==> src/rtl/ccff_chain_loader_if.sv <==
// ============================================================================
// Module   : ccff_chain_loader_if
// Brief    : Bitstream word stream (valid/ready) from the SoC-side loader.
// Revision : 1.0
// ============================================================================
`default_nettype none

interface ccff_chain_loader_if #(
  parameter int WORD_W = 8
) ();
  logic [WORD_W-1:0] cfg_data;
  logic              cfg_valid;
  logic              cfg_ready;

  modport master (output cfg_data, output cfg_valid, input cfg_ready);
  modport slave  (input cfg_data, input cfg_valid, output cfg_ready);
endinterface

`default_nettype wire

==> src/rtl/ccff_chain_loader.sv <==
// ============================================================================
// Module   : ccff_chain_loader
// Brief    : Serialises bitstream words onto the ccff chain with a marker-bit
//            integrity check read back from ccff_tail.
// Revision : 1.0
// ============================================================================
`default_nettype none

module ccff_chain_loader #(
  parameter int WORD_W    = 8,
  parameter int CHAIN_LEN = 64,
  parameter int CNT_W     = 16
) (
  input  logic                 prog_clk,
  input  logic                 pReset,
  input  logic                 start,
  input  logic                 abort,
  ccff_chain_loader_if.slave   cfg,
  output logic                 ccff_head,
  input  logic                 ccff_tail,
  output logic                 shift_en,
  output logic                 busy,
  output logic                 done,
  output logic                 error,
  output logic [CNT_W-1:0]     shift_cnt
);

  localparam int               BIT_W       = (WORD_W > 1) ? $clog2(WORD_W) : 1;
  localparam logic [CNT_W-1:0] c_FINAL_CNT = CNT_W'(CHAIN_LEN);
  localparam logic [CNT_W-1:0] c_TOTAL_CNT = CNT_W'(CHAIN_LEN + 1);
  localparam logic [BIT_W-1:0] c_LAST_BIT  = BIT_W'(WORD_W - 1);

  if (((CHAIN_LEN % WORD_W) != 0) || (CHAIN_LEN < WORD_W)) begin : g_bad_chain_len
    $error("ccff_chain_loader: CHAIN_LEN must be a non-zero multiple of WORD_W");
  end
  if (((CHAIN_LEN + 1) >> CNT_W) != 0) begin : g_bad_cnt_w
    $error("ccff_chain_loader: CNT_W too narrow to hold CHAIN_LEN+1");
  end

  typedef enum logic [2:0] {
    S_IDLE  = 3'd0,
    S_MARK  = 3'd1,
    S_WAIT  = 3'd2,
    S_SHIFT = 3'd3,
    S_DONE  = 3'd4
  } state_t;

  state_t            r_state,     w_state_nxt;
  logic [WORD_W-1:0] r_word,      w_word_nxt;
  logic [BIT_W-1:0]  r_bit,       w_bit_nxt;
  logic [BIT_W-1:0]  w_bit_inc;
  logic [CNT_W-1:0]  r_shift_cnt, w_cnt_nxt;
  logic              r_cfg_ready, w_cfg_ready_nxt;
  logic              r_shift_en,  w_shift_en_nxt;
  logic              r_head,      w_head_nxt;
  logic              r_busy,      w_busy_nxt;
  logic              r_done,      w_done_nxt;
  logic              r_error,     w_error_nxt;

  always_ff @(posedge prog_clk or negedge pReset) begin
    if (!pReset) begin
      r_state     <= S_IDLE;
      r_word      <= '0;
      r_bit       <= '0;
      r_shift_cnt <= '0;
      r_cfg_ready <= 1'b0;
      r_shift_en  <= 1'b0;
      r_head      <= 1'b0;
      r_busy      <= 1'b0;
      r_done      <= 1'b0;
      r_error     <= 1'b0;
    end else begin
      r_state     <= w_state_nxt;
      r_word      <= w_word_nxt;
      r_bit       <= w_bit_nxt;
      r_shift_cnt <= w_cnt_nxt;
      r_cfg_ready <= w_cfg_ready_nxt;
      r_shift_en  <= w_shift_en_nxt;
      r_head      <= w_head_nxt;
      r_busy      <= w_busy_nxt;
      r_done      <= w_done_nxt;
      r_error     <= w_error_nxt;
    end
  end

  // Outputs are computed for the state being entered, so each registered
  // output is valid for the whole cycle spent in that state.
  always_comb begin
    w_state_nxt     = r_state;
    w_word_nxt      = r_word;
    w_bit_nxt       = r_bit;
    w_bit_inc       = r_bit + 1'b1;
    w_cnt_nxt       = r_shift_cnt;
    w_cfg_ready_nxt = 1'b0;
    w_shift_en_nxt  = 1'b0;
    w_head_nxt      = 1'b0;
    w_busy_nxt      = 1'b0;
    w_done_nxt      = 1'b0;
    w_error_nxt     = r_error;

    if (r_shift_en && (r_shift_cnt != c_TOTAL_CNT)) begin
      w_cnt_nxt = r_shift_cnt + 1'b1;
    end
    // On the final shift the marker must be sitting in the last flop.
    if (r_shift_en && (r_shift_cnt == c_FINAL_CNT) && !ccff_tail) begin
      w_error_nxt = 1'b1;
    end

    case (r_state)
      S_IDLE: begin
        if (start) begin
          w_state_nxt    = S_MARK;
          w_error_nxt    = 1'b0;
          w_cnt_nxt      = '0;
          w_busy_nxt     = 1'b1;
          w_shift_en_nxt = 1'b1;
          w_head_nxt     = 1'b1;
        end
      end
      S_MARK: begin
        w_state_nxt     = S_WAIT;
        w_busy_nxt      = 1'b1;
        w_cfg_ready_nxt = 1'b1;
      end
      S_WAIT: begin
        w_busy_nxt = 1'b1;
        if (cfg.cfg_valid && r_cfg_ready) begin
          w_state_nxt    = S_SHIFT;
          w_word_nxt     = cfg.cfg_data;
          w_bit_nxt      = '0;
          w_shift_en_nxt = 1'b1;
          w_head_nxt     = cfg.cfg_data[0];
        end else begin
          w_cfg_ready_nxt = 1'b1;
        end
      end
      S_SHIFT: begin
        w_busy_nxt = 1'b1;
        if (r_bit == c_LAST_BIT) begin
          if (w_cnt_nxt == c_TOTAL_CNT) begin
            w_state_nxt = S_DONE;
            w_busy_nxt  = 1'b0;
            w_done_nxt  = 1'b1;
          end else begin
            w_state_nxt     = S_WAIT;
            w_cfg_ready_nxt = 1'b1;
          end
        end else begin
          w_bit_nxt      = w_bit_inc;
          w_shift_en_nxt = 1'b1;
          w_head_nxt     = r_word[w_bit_inc];
        end
      end
      S_DONE: begin
        w_state_nxt = S_IDLE;
      end
      default: begin
        w_state_nxt = S_IDLE;
      end
    endcase

    // Abort outranks everything, including a word accepted this same cycle.
    if (abort && ((r_state == S_MARK) || (r_state == S_WAIT) || (r_state == S_SHIFT))) begin
      w_state_nxt     = S_IDLE;
      w_word_nxt      = r_word;
      w_bit_nxt       = r_bit;
      w_cfg_ready_nxt = 1'b0;
      w_shift_en_nxt  = 1'b0;
      w_head_nxt      = 1'b0;
      w_busy_nxt      = 1'b0;
      w_done_nxt      = 1'b0;
      w_error_nxt     = 1'b1;
    end
  end

  assign cfg.cfg_ready = r_cfg_ready;
  assign ccff_head     = r_head;
  assign shift_en      = r_shift_en;
  assign busy          = r_busy;
  assign done          = r_done;
  assign error         = r_error;
  assign shift_cnt     = r_shift_cnt;

endmodule

`default_nettype wire

==> src/flat_wrapper.sv <==
// flat-port wrapper written by rule: the top's interface ports become plain ports
module ccff_chain_loader_flat 
#(
  parameter int WORD_W    = 8,
  parameter int CHAIN_LEN = 64,
  parameter int CNT_W     = 16
)
  (prog_clk, pReset, start, abort, ccff_head, ccff_tail, shift_en, busy, done, error, shift_cnt, cfg_cfg_data, cfg_cfg_valid, cfg_cfg_ready);
  ccff_chain_loader_if #(.WORD_W(WORD_W)) cfg_i ();
  input  logic prog_clk;
  input  logic pReset;
  input  logic start;
  input  logic abort;
  output logic ccff_head;
  input  logic ccff_tail;
  output logic shift_en;
  output logic busy;
  output logic done;
  output logic error;
  output logic [CNT_W-1:0] shift_cnt;
  input wire logic [$bits(cfg_i.cfg_data)-1:0] cfg_cfg_data;
  input wire logic [$bits(cfg_i.cfg_valid)-1:0] cfg_cfg_valid;
  output wire logic [$bits(cfg_i.cfg_ready)-1:0] cfg_cfg_ready;
  assign cfg_i.cfg_data = cfg_cfg_data;
  assign cfg_i.cfg_valid = cfg_cfg_valid;
  assign cfg_cfg_ready = cfg_i.cfg_ready;
  ccff_chain_loader #(.WORD_W(WORD_W), .CHAIN_LEN(CHAIN_LEN), .CNT_W(CNT_W)) u_core (.prog_clk(prog_clk), .pReset(pReset), .start(start), .abort(abort), .cfg(cfg_i), .ccff_head(ccff_head), .ccff_tail(ccff_tail), .shift_en(shift_en), .busy(busy), .done(done), .error(error), .shift_cnt(shift_cnt));
endmodule
==> config.mk <==
export PLATFORM = sky130hd
export DESIGN_NAME = ccff_chain_loader_flat
export DESIGN_NICKNAME = d
export VERILOG_FILES = /design/src/rtl/ccff_chain_loader_if.sv /design/src/rtl/ccff_chain_loader.sv /design/src/flat_wrapper.sv
export SDC_FILE = /design/constraint.sdc
export NUM_CORES = 1
export LEC_CHECK = 0
export ABC_CLOCK_PERIOD_IN_PS = 5800
export BUFFER_PORTS_ARGS = -buffer_cell sky130_fd_sc_hd__buf_2
export CORE_AREA = 5 5 79 81
export CTS_CLUSTER_DIAMETER = 100
export DETAILED_ROUTE_END_ITERATION = 8
export DIE_AREA = 0 0 84 86
export PLACE_DENSITY = 0.62
export SYNTH_ARGS = -nofsm -noshare
export SYNTH_HDL_FRONTEND = slang
export SYNTH_SLANG_ARGS = --single-unit
==> constraint.sdc <==
create_clock -name prog_clk -period 5.8 [get_ports prog_clk]
set_input_delay 0.29 -clock prog_clk [delete_from_list [all_inputs] [get_ports prog_clk]]
set_output_delay 0.29 -clock prog_clk [all_outputs]
set_load 0.01 [all_outputs]
# ---- Word-level counts from Yosys, hierarchy flattened
# Cells that the tools add are included.
dict set report totals {
  elab_cells 79
  regBits 36
  output_inout_bits 22
  input_bits 14
}
dict set report classes {
  eq_ne 12
  reduce_logical 14
  bitwise 1
  magnitude_cmp 1
  muxes 39
  addsub 2
}
# cell count
set op_table {}
lappend op_table {{16-bit two-way mux} 3}
lappend op_table {{16-bit by 7-bit equality test with 1-bit output, second input constant} 2}
lappend op_table {{1-bit two-way mux} 22}
lappend op_table {{3-bit two-way mux} 7}
lappend op_table {{16-bit by 1-bit adder with 16-bit output, second input constant} 1}
lappend op_table {{16-bit by 7-bit != test with 1-bit output, second input constant} 1}
lappend op_table {{1-bit case mux with 3 select lines} 4}
lappend op_table {{3-bit case mux with 4 select lines} 1}
lappend op_table {{3-bit by 2-bit != test with 1-bit output, second input constant} 3}
lappend op_table {{3-bit by 2-bit equality test with 1-bit output, second input constant} 2}
lappend op_table {{3-bit case mux with 2 select lines} 1}
lappend op_table {{3-bit AND reduction} 2}
lappend op_table {{1-bit logical AND} 5}
lappend op_table {{3-bit by 4-bit less-than comparator with 1-bit output, second input constant} 1}
lappend op_table {{4-bit AND reduction} 1}
lappend op_table {{3-bit by 1-bit adder with 3-bit output, second input constant} 1}
lappend op_table {{1-bit binary-select mux with 3-bit select} 1}
lappend op_table {{3-bit by 1-bit equality test with 1-bit output, second input constant} 1}
lappend op_table {{3-bit equality test, second input constant} 1}
lappend op_table {{3-bit zero test} 1}
lappend op_table {{1-bit logical OR} 2}
lappend op_table {{2-bit by 1-bit != test with 1-bit output, second input constant} 1}
lappend op_table {{2-bit != test, second input constant} 1}
lappend op_table {{2-bit nonzero test} 1}
lappend op_table {{3 further kinds} 3}

# ---- Longest topological paths before layout
# Gate-level depths: netlist of run 1.
dict set report logic_depth {
  ltp_word 8
  ltp_mapped 10
  mapped_depth_nobuf 9
}

# ---- Worst setup path before layout of run 1
# OpenSTA, ideal clock, no wires.
dict set report synth_path {
  path_kind {flip-flop to flip-flop}
  from {register u_core.r_shift_cnt[4] (netlist: u_core.shift_cnt[4])}
  to {register u_core.r_done (netlist: u_core.done)}
  stages_incl_launch_ff 9
  synth_period_minus_slack_ns 2.421
  arrival_time_ns 2.355
  slack_ns 3.379
  setup_ns 0.066
  cell_sequence {dfrtp_1 -> buf_2 -> nand4_1 -> nor4_2 -> mux2_2 -> o21ai_0 -> o2111ai_1 -> nor4_2 -> and2_1}
}
dict set report synth_between {
  elab_chain_len 8
}
# item line_no
set synth_lines {}
lappend synth_lines {{start: declaration} ccff_chain_loader.sv:52} ;# logic [CNT_W-1:0] r_shift_cnt, w_cnt_nxt;
lappend synth_lines {{start signal: assignment} ccff_chain_loader.sv:76} ;# r_shift_cnt <= w_cnt_nxt;
lappend synth_lines {{parallel branches: the longest is 2 deep, another holds 16-bit by 1-bit adder with 16-bit output} n/a}
lappend synth_lines {{16-bit two-way mux (*)} ccff_chain_loader.sv:101} ;# if (r_shift_en && (r_shift_cnt != c_TOTAL_CNT)) begin
lappend synth_lines {{16-bit by 7-bit equality test with 1-bit output (*)} ccff_chain_loader.sv:140} ;# if (w_cnt_nxt == c_TOTAL_CNT) begin
lappend synth_lines {{1-bit two-way mux (*)} ccff_chain_loader.sv:140}
lappend synth_lines {{1-bit two-way mux (*)} ccff_chain_loader.sv:139} ;# if (r_bit == c_LAST_BIT) begin
lappend synth_lines {{1-bit two-way mux (*)} ccff_chain_loader.sv:109} ;# case (r_state)
lappend synth_lines {{1-bit two-way mux (*)} ccff_chain_loader.sv:163} ;# if (abort && ((r_state == S_MARK) || (r_state == S_WAIT) || (r_state == S_SHIFT))) begin
lappend synth_lines {{via u_core.w_done_nxt} ccff_chain_loader.sv:57} ;# logic r_done, w_done_nxt;
lappend synth_lines {{end signal: assignment} ccff_chain_loader.sv:81} ;# r_done <= w_done_nxt;
lappend synth_lines {{end: declaration} ccff_chain_loader.sv:57}
# Mark *: on every way through the listed nets, which the timed path passes.
# A chain may end at the register's enable or synchronous reset.

# ---- Worst setup path after layout of run 1
dict set report layout_path {
  from {register u_core.r_shift_cnt[6] (netlist: u_core.shift_cnt[6])}
  to {register u_core.r_state[2]}
}
dict set report layout_between {
  elab_chain_len 8
}
# item line_no
set layout_lines {}
lappend layout_lines {{parallel branches: the longest is 2 deep, another holds 16-bit by 1-bit adder with 16-bit output} n/a}
lappend layout_lines {{16-bit two-way mux (*)} ccff_chain_loader.sv:101}
lappend layout_lines {{16-bit by 7-bit equality test with 1-bit output (*)} ccff_chain_loader.sv:140}
lappend layout_lines {{3-bit two-way mux (*)} ccff_chain_loader.sv:140}
lappend layout_lines {{3-bit two-way mux (*)} ccff_chain_loader.sv:139}
lappend layout_lines {{3-bit case mux with 4 select lines (*)} ccff_chain_loader.sv:109}
lappend layout_lines {{3-bit two-way mux (*)} ccff_chain_loader.sv:163}
lappend layout_lines {{end signal: assignment} ccff_chain_loader.sv:73} ;# r_state <= w_state_nxt;
lappend layout_lines {{end: declaration} ccff_chain_loader.sv:48} ;# state_t r_state, w_state_nxt;
# Every way passes the cells marked *. The select of a mux whose other input is x is not followed.

==> flow_summary.yaml, run 1 <==
status:
  status: "finished, final reports clean"
setup_path:
  endpoint: "u_core.r_state[2]$_DFFE_PN0P_"
  end_kind: "flop"
  start_kind: "flop"
  cp_data_arrival_time_ns: 3.03
  reg2reg_from: "u_core.shift_cnt[6]$_DFF_PN0_"
  slowest_stage: "nor4_1"
  cp_max_fo: 10
  rr_worst_depth: 7
  cp.depth: 7
  critPathMaxStageDelay_ns: 0.65
  cp.required_ns: 6.03
  crit_buf_inv: 0
  cp_top_family: "simple AND/OR/NAND/NOR gates"
  rrSetupSlack_ns: 3.00
  rr_endpoint: "u_core.r_state[2]$_DFFE_PN0P_"
  path_cells: "nand4_2, nor4_1, nand4_1, xor2_1, o2111ai_1, nor4_2, and2_1"
  critical_path.startpoint: "u_core.shift_cnt[6]$_DFF_PN0_"
  critPathKind: "reg -> reg"
clocking:
  clock_latency_ns: 0.29
  clk_path_buf_depth: 2
  numCtsBuffers: 5
  postCtsSetupBuffers: 0
  cts_resized: 0
  cts_hold_buf: 0
  cts-root-buf: "clkbuf_8"
  tritoncts: "done"
  cts.sinks: 36
  path_clk_slew_ns: 0.08
  h-tree-depth: 2
routing:
  drtIter0Drc: 190
  vias: 1732
  firstDrtPassIters: 4
  antenna_left: 0
  post_drt_wl_per_cell_um: 15.21
  drc: 0
  vias_per_cell: 5.429
  routed_wirelength_um: 4853
timing:
  post-route-period-util_pct: 48.25
  fmaxAchievable_mhz: 357.3
  min_period_ns: 2.799
  finClkSkew_ns: 0.009546
  worstMarginPinSlew_ns: 0.8968
  slew_viol_final: 0
  setup_violations: 0
  slew_headroom_pct: 39.76
  fin_setup_tns_ns: 0
  grt_setup_unrepaired: "no"
  hold_violations: 0
cells_and_area:
  drive_above_1_share_pct: 26.72
  final_cell_mix: "36 x dfrtp_1, 35 x buf_2, 26 x nor2_1, 17 x nand2_1"
  areaGrowthSynthToFinish_pct: 14.01
  finalCoreUtilization_pct: 44.65
  fill_cells: 555
  n_antenna_cell: 0
  fin_nets: 265
  final_common_cell: "dfrtp_1"
synthesis:
  synth_cell_type_count: 44
  synthAdderAreaFrac_pct: 2.955
  synthArstFlopShare_pct: 100.0
  syn_avg_cell_area_um2: 9.801
  synth_top_family_by_area: "simple AND/OR/NAND/NOR gates"
  yosysWarnings: 0
  synth_xor_area_share_pct: 6.619
  synth_compound_area_share_pct: 9.220
  ys_ff_latch: 36
  synth_edf_count: 0
  netlist_area_um2: 2117
  yosys.area_share.simple_pct: 26.06
  synth-seq-area-share_pct: 42.55
  ys.flop_type: "dfrtp_1"
  synthMuxAreaShare_pct: 8.333
  syn_inst: 216
  syn_nets: 235
placed_design:
  dpl.hpwl_um: 3541
  portBuffers: 35
  gp_congestion: 0.8716
grt:
  grt_overflow: 0
  grt_antenna_before_repair: 0
  grt_pass1_vias: 1717
  grt_max_degree: 37
  grt_use_total_pct: 14.08
  grt_pass1_wl_um: 8376
floorplanning:
  die-area_um2: 7224
  floorplan.initialDensity_pct: 39.17
  coreArea_um2: 5405
  die_x_um: 84
  rows: 27
  dieHeight_um: 86
  top_level_ports: 36
run:
  maxCapViolCount: 0
pwr:
  ir_worst_vdd_mv: 0.1799
  power_density_nw_per_um2: 344.7
  power_leakage_nw: 1.106
worst_hold_path:
  hold_class: "in -> async"
==> power breakdown <==
part / total [W] / switching [W] / internal (W)
logic: 0.000274 / 0.000141 / 0.000133
registers: 0.000378 / 0.0000650 / 0.000313
clock network: 0.000179 / 0.0000957 / 0.0000837
total: 0.000832 / 0.000302 / 0.000530
==> logic make-up after synthesis <==
logic type	count (synthesis)
AND/OR/NAND/NOR	97
buffers and inverters	20
flip-flops	36
AO/OA/AOI/OAI	28
XOR/XNOR	16
multiplexers	14
adder cells (fa/ha/maj)	5
==> state kept, by name (all words and copies together), names as in the netlist <==
name                  flops
u_core.r_state            3
u_core.r_bit              3
u_core.shift_en           1
u_core.r_word             8
u_core.cfg.cfg_ready      1
u_core.done               1
u_core.busy               1
u_core.shift_cnt         16
u_core.ccff_head          1
u_core.error              1
==> layer usage <==
metal	GRT usage, %	vias to the layer above	part of all wire (%)
met5	0	-	0
met4	4.094	0	1.2
met3	3.362	8	5.0
met2	21.76	48	45
met1	19.68	838	48
li1	-	838	-
==> cells in the mapped netlist (all sizes together), types with 7 or more instances <==
master	number	area [µm²]
a21oi	10	50.05
clkbuf	7	27.52
dfrtp	36	900.9
inv	7	26.28
mux2	9	101.4
nand2	17	63.81
nand3	8	40.04
nand4	8	56.30
nor2	26	97.59
nor4	11	106.4
xnor2	10	87.58
==> stage by stage <==
step	power, W	worst slack (ns)	instance area (µm²)	std cells	hold slack (ns)
2_1_floorplan	0.0005770	3.379	2117	216	-0.005591
3_3_place_gp	0.0006524	3.067	2326	311	0.4315
3_5_place_dp	0.0006575	3.079	2326	311	0.4404
4_1_cts	0.0008406	3.063	2414	319	0.1281
5_1_grt	0.0008917	2.821	2414	319	0.1703
6_report	0.0008319	3.001	2414	319	0.08678
==> cell type report <==
type	instances	area [µm²]	area share [%]
Inverter	7	26.28	1.089
Clock inverter	3	18.77	0.7776
Clock buffer	5	68.82	2.851
Timing Repair Buffer	36	182.7	7.569
Sequential cell	36	900.9	37.33
Multi-Input combinational cell	160	1126	46.66
Tap cell	72	90.09	3.733
==> worst min-delay path by stage <==
stage	start	endpoint	depth (start not counted)
after floorplan	pReset	u_core.busy$_DFF_PN0_	0
after global placement	pReset	u_core.shift_cnt[9]$_DFF_PN0_	1
after detailed placement	pReset	u_core.shift_cnt[9]$_DFF_PN0_	1
after CTS	pReset	u_core.shift_cnt[9]$_DFF_PN0_	1
after global routing	pReset	u_core.shift_cnt[11]$_DFF_PN0_	1
final	pReset	u_core.shift_cnt[11]$_DFF_PN0_	1
Power figures use the tool's default switching activity.
==> inputs of run 2 (changes only) <==
- ABC_AREA: default -> 1
- ABC_CLOCK_PERIOD_IN_PS: 5800 -> 2500
- CORE_AREA: 5 5 79 81 -> 5 5 82 84
- DIE_AREA: 0 0 84 86 -> 0 0 87 89
- PLACE_DENSITY: 0.62 -> 0.64
- clock period: 5.8 -> 2.5 ns (I/O delays scaled with it)
==> run 2 against run 1 <==
Compared with the run above: via count grew 21%; sequential power grew 140%; power grew to 2.7 times the previous value; critical path type unchanged; critical endpoint is now u_core.cfg.cfg_ready$_DFF_PN0_.
==> flow_summary.yaml, run 2 <==
status:
  status: "finished, final reports clean"
timing:
  worstMarginPinSlew_ns: 0.8074
  fmaxAchievable_mhz: 465.3
  finClkSkew_ns: 0.007597
  min_period_ns: 2.149
  fin_setup_tns_ns: 0
  slew_viol_final: 0
  grt_setup_unrepaired: "no"
  hold_ws_ns: 0.06461
  post-route-period-util_pct: 85.96
  slew_headroom_pct: 46.18
  hold_violations: 0
  setup_violations: 0
clocking:
  clk_path_buf_depth: 2
  numCtsBuffers: 5
  cts.sinks: 36
  h-tree-depth: 2
  clock_latency_ns: 0.28
  path_clk_slew_ns: 0.07
  postCtsSetupBuffers: 0
  cts-root-buf: "clkbuf_8"
  tritoncts: "done"
placed_design:
  gp_congestion: 0.8585
  dp_cells: 413
  portBuffers: 35
  placed_cell_area_um2: 2554
  dpl.hpwl_um: 4265
cells_and_area:
  final_common_cell: "nand2_1"
  areaGrowthSynthToFinish_pct: 15.98
  fin_nets: 365
  n_antenna_cell: 0
  largest_reg_flops: 16
  drive_above_1_share_pct: 24.21
  final_cell_count_no_fill: 422
  finalCoreUtilization_pct: 45.32
  final_area_um2: 2651
  final_cell_mix: "78 x nand2_1, 48 x nor2_1, 36 x dfrtp_1, 35 x buf_2, 30 x inv_1"
routing:
  firstDrtPassIters: 4
  vias: 2092
  drtIter0Drc: 78
  routed_wirelength_um: 5508
  antenna_left: 0
  vias_per_cell: 4.957
  post_drt_wl_per_cell_um: 13.05
  drc: 0
synthesis:
  syn_inst: 303
  synth_top_area_share_pct: 39.41
  synth-seq-area-share_pct: 39.41
  synth.most_common_cell: "nand2_1"
  synth_top_area_cell: "dfrtp_1"
  synthArstFlopShare_pct: 100.0
  synth_cell_type_count: 33
  synthTopCellsByCount: "78 x nand2_1, 48 x nor2_1, 36 x dfrtp_1"
  synth_edf_count: 0
  syn_avg_cell_area_um2: 7.544
  netlist_area_um2: 2286
  syn_nets: 322
  ys.flop_type: "dfrtp_1"
  synth_area_leaders: "dfrtp_1 39%, nand2_1 13%, nor2_1 7.9%, inv_1 4.9%, a21oi_1 3.9%"
  yosysWarnings: 0
  ys_ff_latch: 36
grt:
  grt_pass1_vias: 2046
  grt.met3_usage_pct: 3.687
  grt_use_total_pct: 15.34
  grt_overflow: 0
  use_met2_pct: 26.43
  grt-busiest-layer: "met2"
  grt_pass1_wl_um: 9397
  use_met1_pct: 19.26
  grt_max_degree: 37
  grt_antenna_before_repair: 0
worst_hold_path:
  hp-start: "cfg_cfg_data[3]"
  hold_class: "in -> reg"
setup_path:
  cp_max_fo: 17
  start_kind: "flop"
  cp.required_ns: 2.67
  reg2reg_from: "u_core.shift_cnt[14]$_DFF_PN0_"
  end_kind: "flop"
  critical_path.startpoint: "u_core.shift_cnt[14]$_DFF_PN0_"
  cp_data_arrival_time_ns: 2.32
  critPathKind: "reg -> reg"
floorplanning:
  coreArea_um2: 5851
  die-area_um2: 7743
  floorplan.initialDensity_pct: 39.07
  rows: 28
  dieHeight_um: 89
  die_x_um: 87
  top_level_ports: 36
pwr:
  power_density_nw_per_um2: 856.3
  power_leakage_nw: 1.340
  ir_worst_vdd_mv: 0.4935
run:
  maxCapViolCount: 0
-- run 2: changes by cell type in the layout (fill, tap and decap cells not counted), moves of 5 or more --
cell,previous run,this run
nand2_1,17,78
inv_1,7,30
nor2_1,26,48
nand2_2,0,12
a21oi_1,10,18
xnor2_1,10,3
nor2_2,0,6
nor4_2,6,0
nand3_1,8,13
nor3_1,5,0
-- run 2: timing repair --
item                                   in CTS  in global routing
endpoints found under the hold margin      36                  0
gates resized for setup                     0                  0
hold buffers                                1                  0
-- run 2: cells by family after synthesis --
| kind of cell | after synthesis | share of synthesized area [%] |
|---|---|---|
| and+or+nand+nor | 177 | 35.58 |
| adders and majority gates | 5 | 2.737 |
| buffers and inverters | 34 | 6.130 |
| DFF | 36 | 39.41 |
| xor gates and xnor gates | 5 | 1.916 |
| AOI/OAI and AO/OA | 37 | 9.853 |
| muxes | 9 | 4.379 |
-- run 2: per-layer routing --
metal | part of all wire (%) | wire, µm | vias to the layer above
li1 | - | - | 1069
met1 | 45 | 2467 | 962
met2 | 49 | 2688 | 55
met3 | 5.3 | 293 | 6
met4 | 1.1 | 59 | 0
met5 | 0 | 0 | -
-- run 2: area by class of cell --
type / count / area, µm²
Multi-Input combinational cell: 233 / 1245
Sequential cell: 36 / 900.9
Clock buffer: 5 / 68.82
Fill cell: 601 / 3199
Clock inverter: 3 / 18.77
Timing Repair Buffer: 39 / 207.7
Tap cell: 75 / 93.84
Inverter: 31 / 116.4
-- run 2: path summary, 6_finish.rpt --
kind | endpoint | slack (ns) | cells past startpoint
worst max-delay path | u_core.cfg.cfg_ready$_DFF_PN0_ | 0.35 | 12
worst min-delay path | u_core.r_word[3]$_DFFE_PN0P_ | 0.06 | 2
worst max register to register | u_core.cfg.cfg_ready$_DFF_PN0_ | 0.35 | 12
worst min register to register | u_core.r_bit[2]$_DFFE_PN0P_ | 0.50 | 1
max in group asynchronous | u_core.shift_cnt[5]$_DFF_PN0_ | 1.52 | 2
min in group asynchronous | u_core.shift_cnt[9]$_DFF_PN0_ | 0.47 | 2
-- run 2: critical path, stage by stage (launching register included) --
cell and delay [ns]:
dfrtp_1 0.44, nor2_1 0.14, nand2_1 0.08, nor2_2 0.23
nand2_4 0.13, nand2_4 0.23, o21ai_0 0.21, nor2_1 0.13
nand2_1 0.07, nor2_2 0.11, nand2_1 0.08, a21oi_1 0.12
nor2_1 0.05
-- run 2: power breakdown --
group | internal, W | switching, W | leakage (nW)
clock network | 0.000194 | 0.000207 | 0.0479
registers | 0.000745 | 0.000148 | 0.477
logic | 0.000372 | 0.000604 | 0.815
-- run 2: through the flow --
| step | power [W] | worst slack (ns) |
|---|---|---|
| 6_report | 0.002270 | 0.3509 |
| 5_1_grt | 0.002486 | 0.1197 |
| 4_1_cts | 0.002312 | 0.3521 |
| 3_5_place_dp | 0.001892 | 0.3654 |
| 3_3_place_gp | 0.001878 | 0.3947 |
| 2_1_floorplan | 0.001625 | 0.6246 |
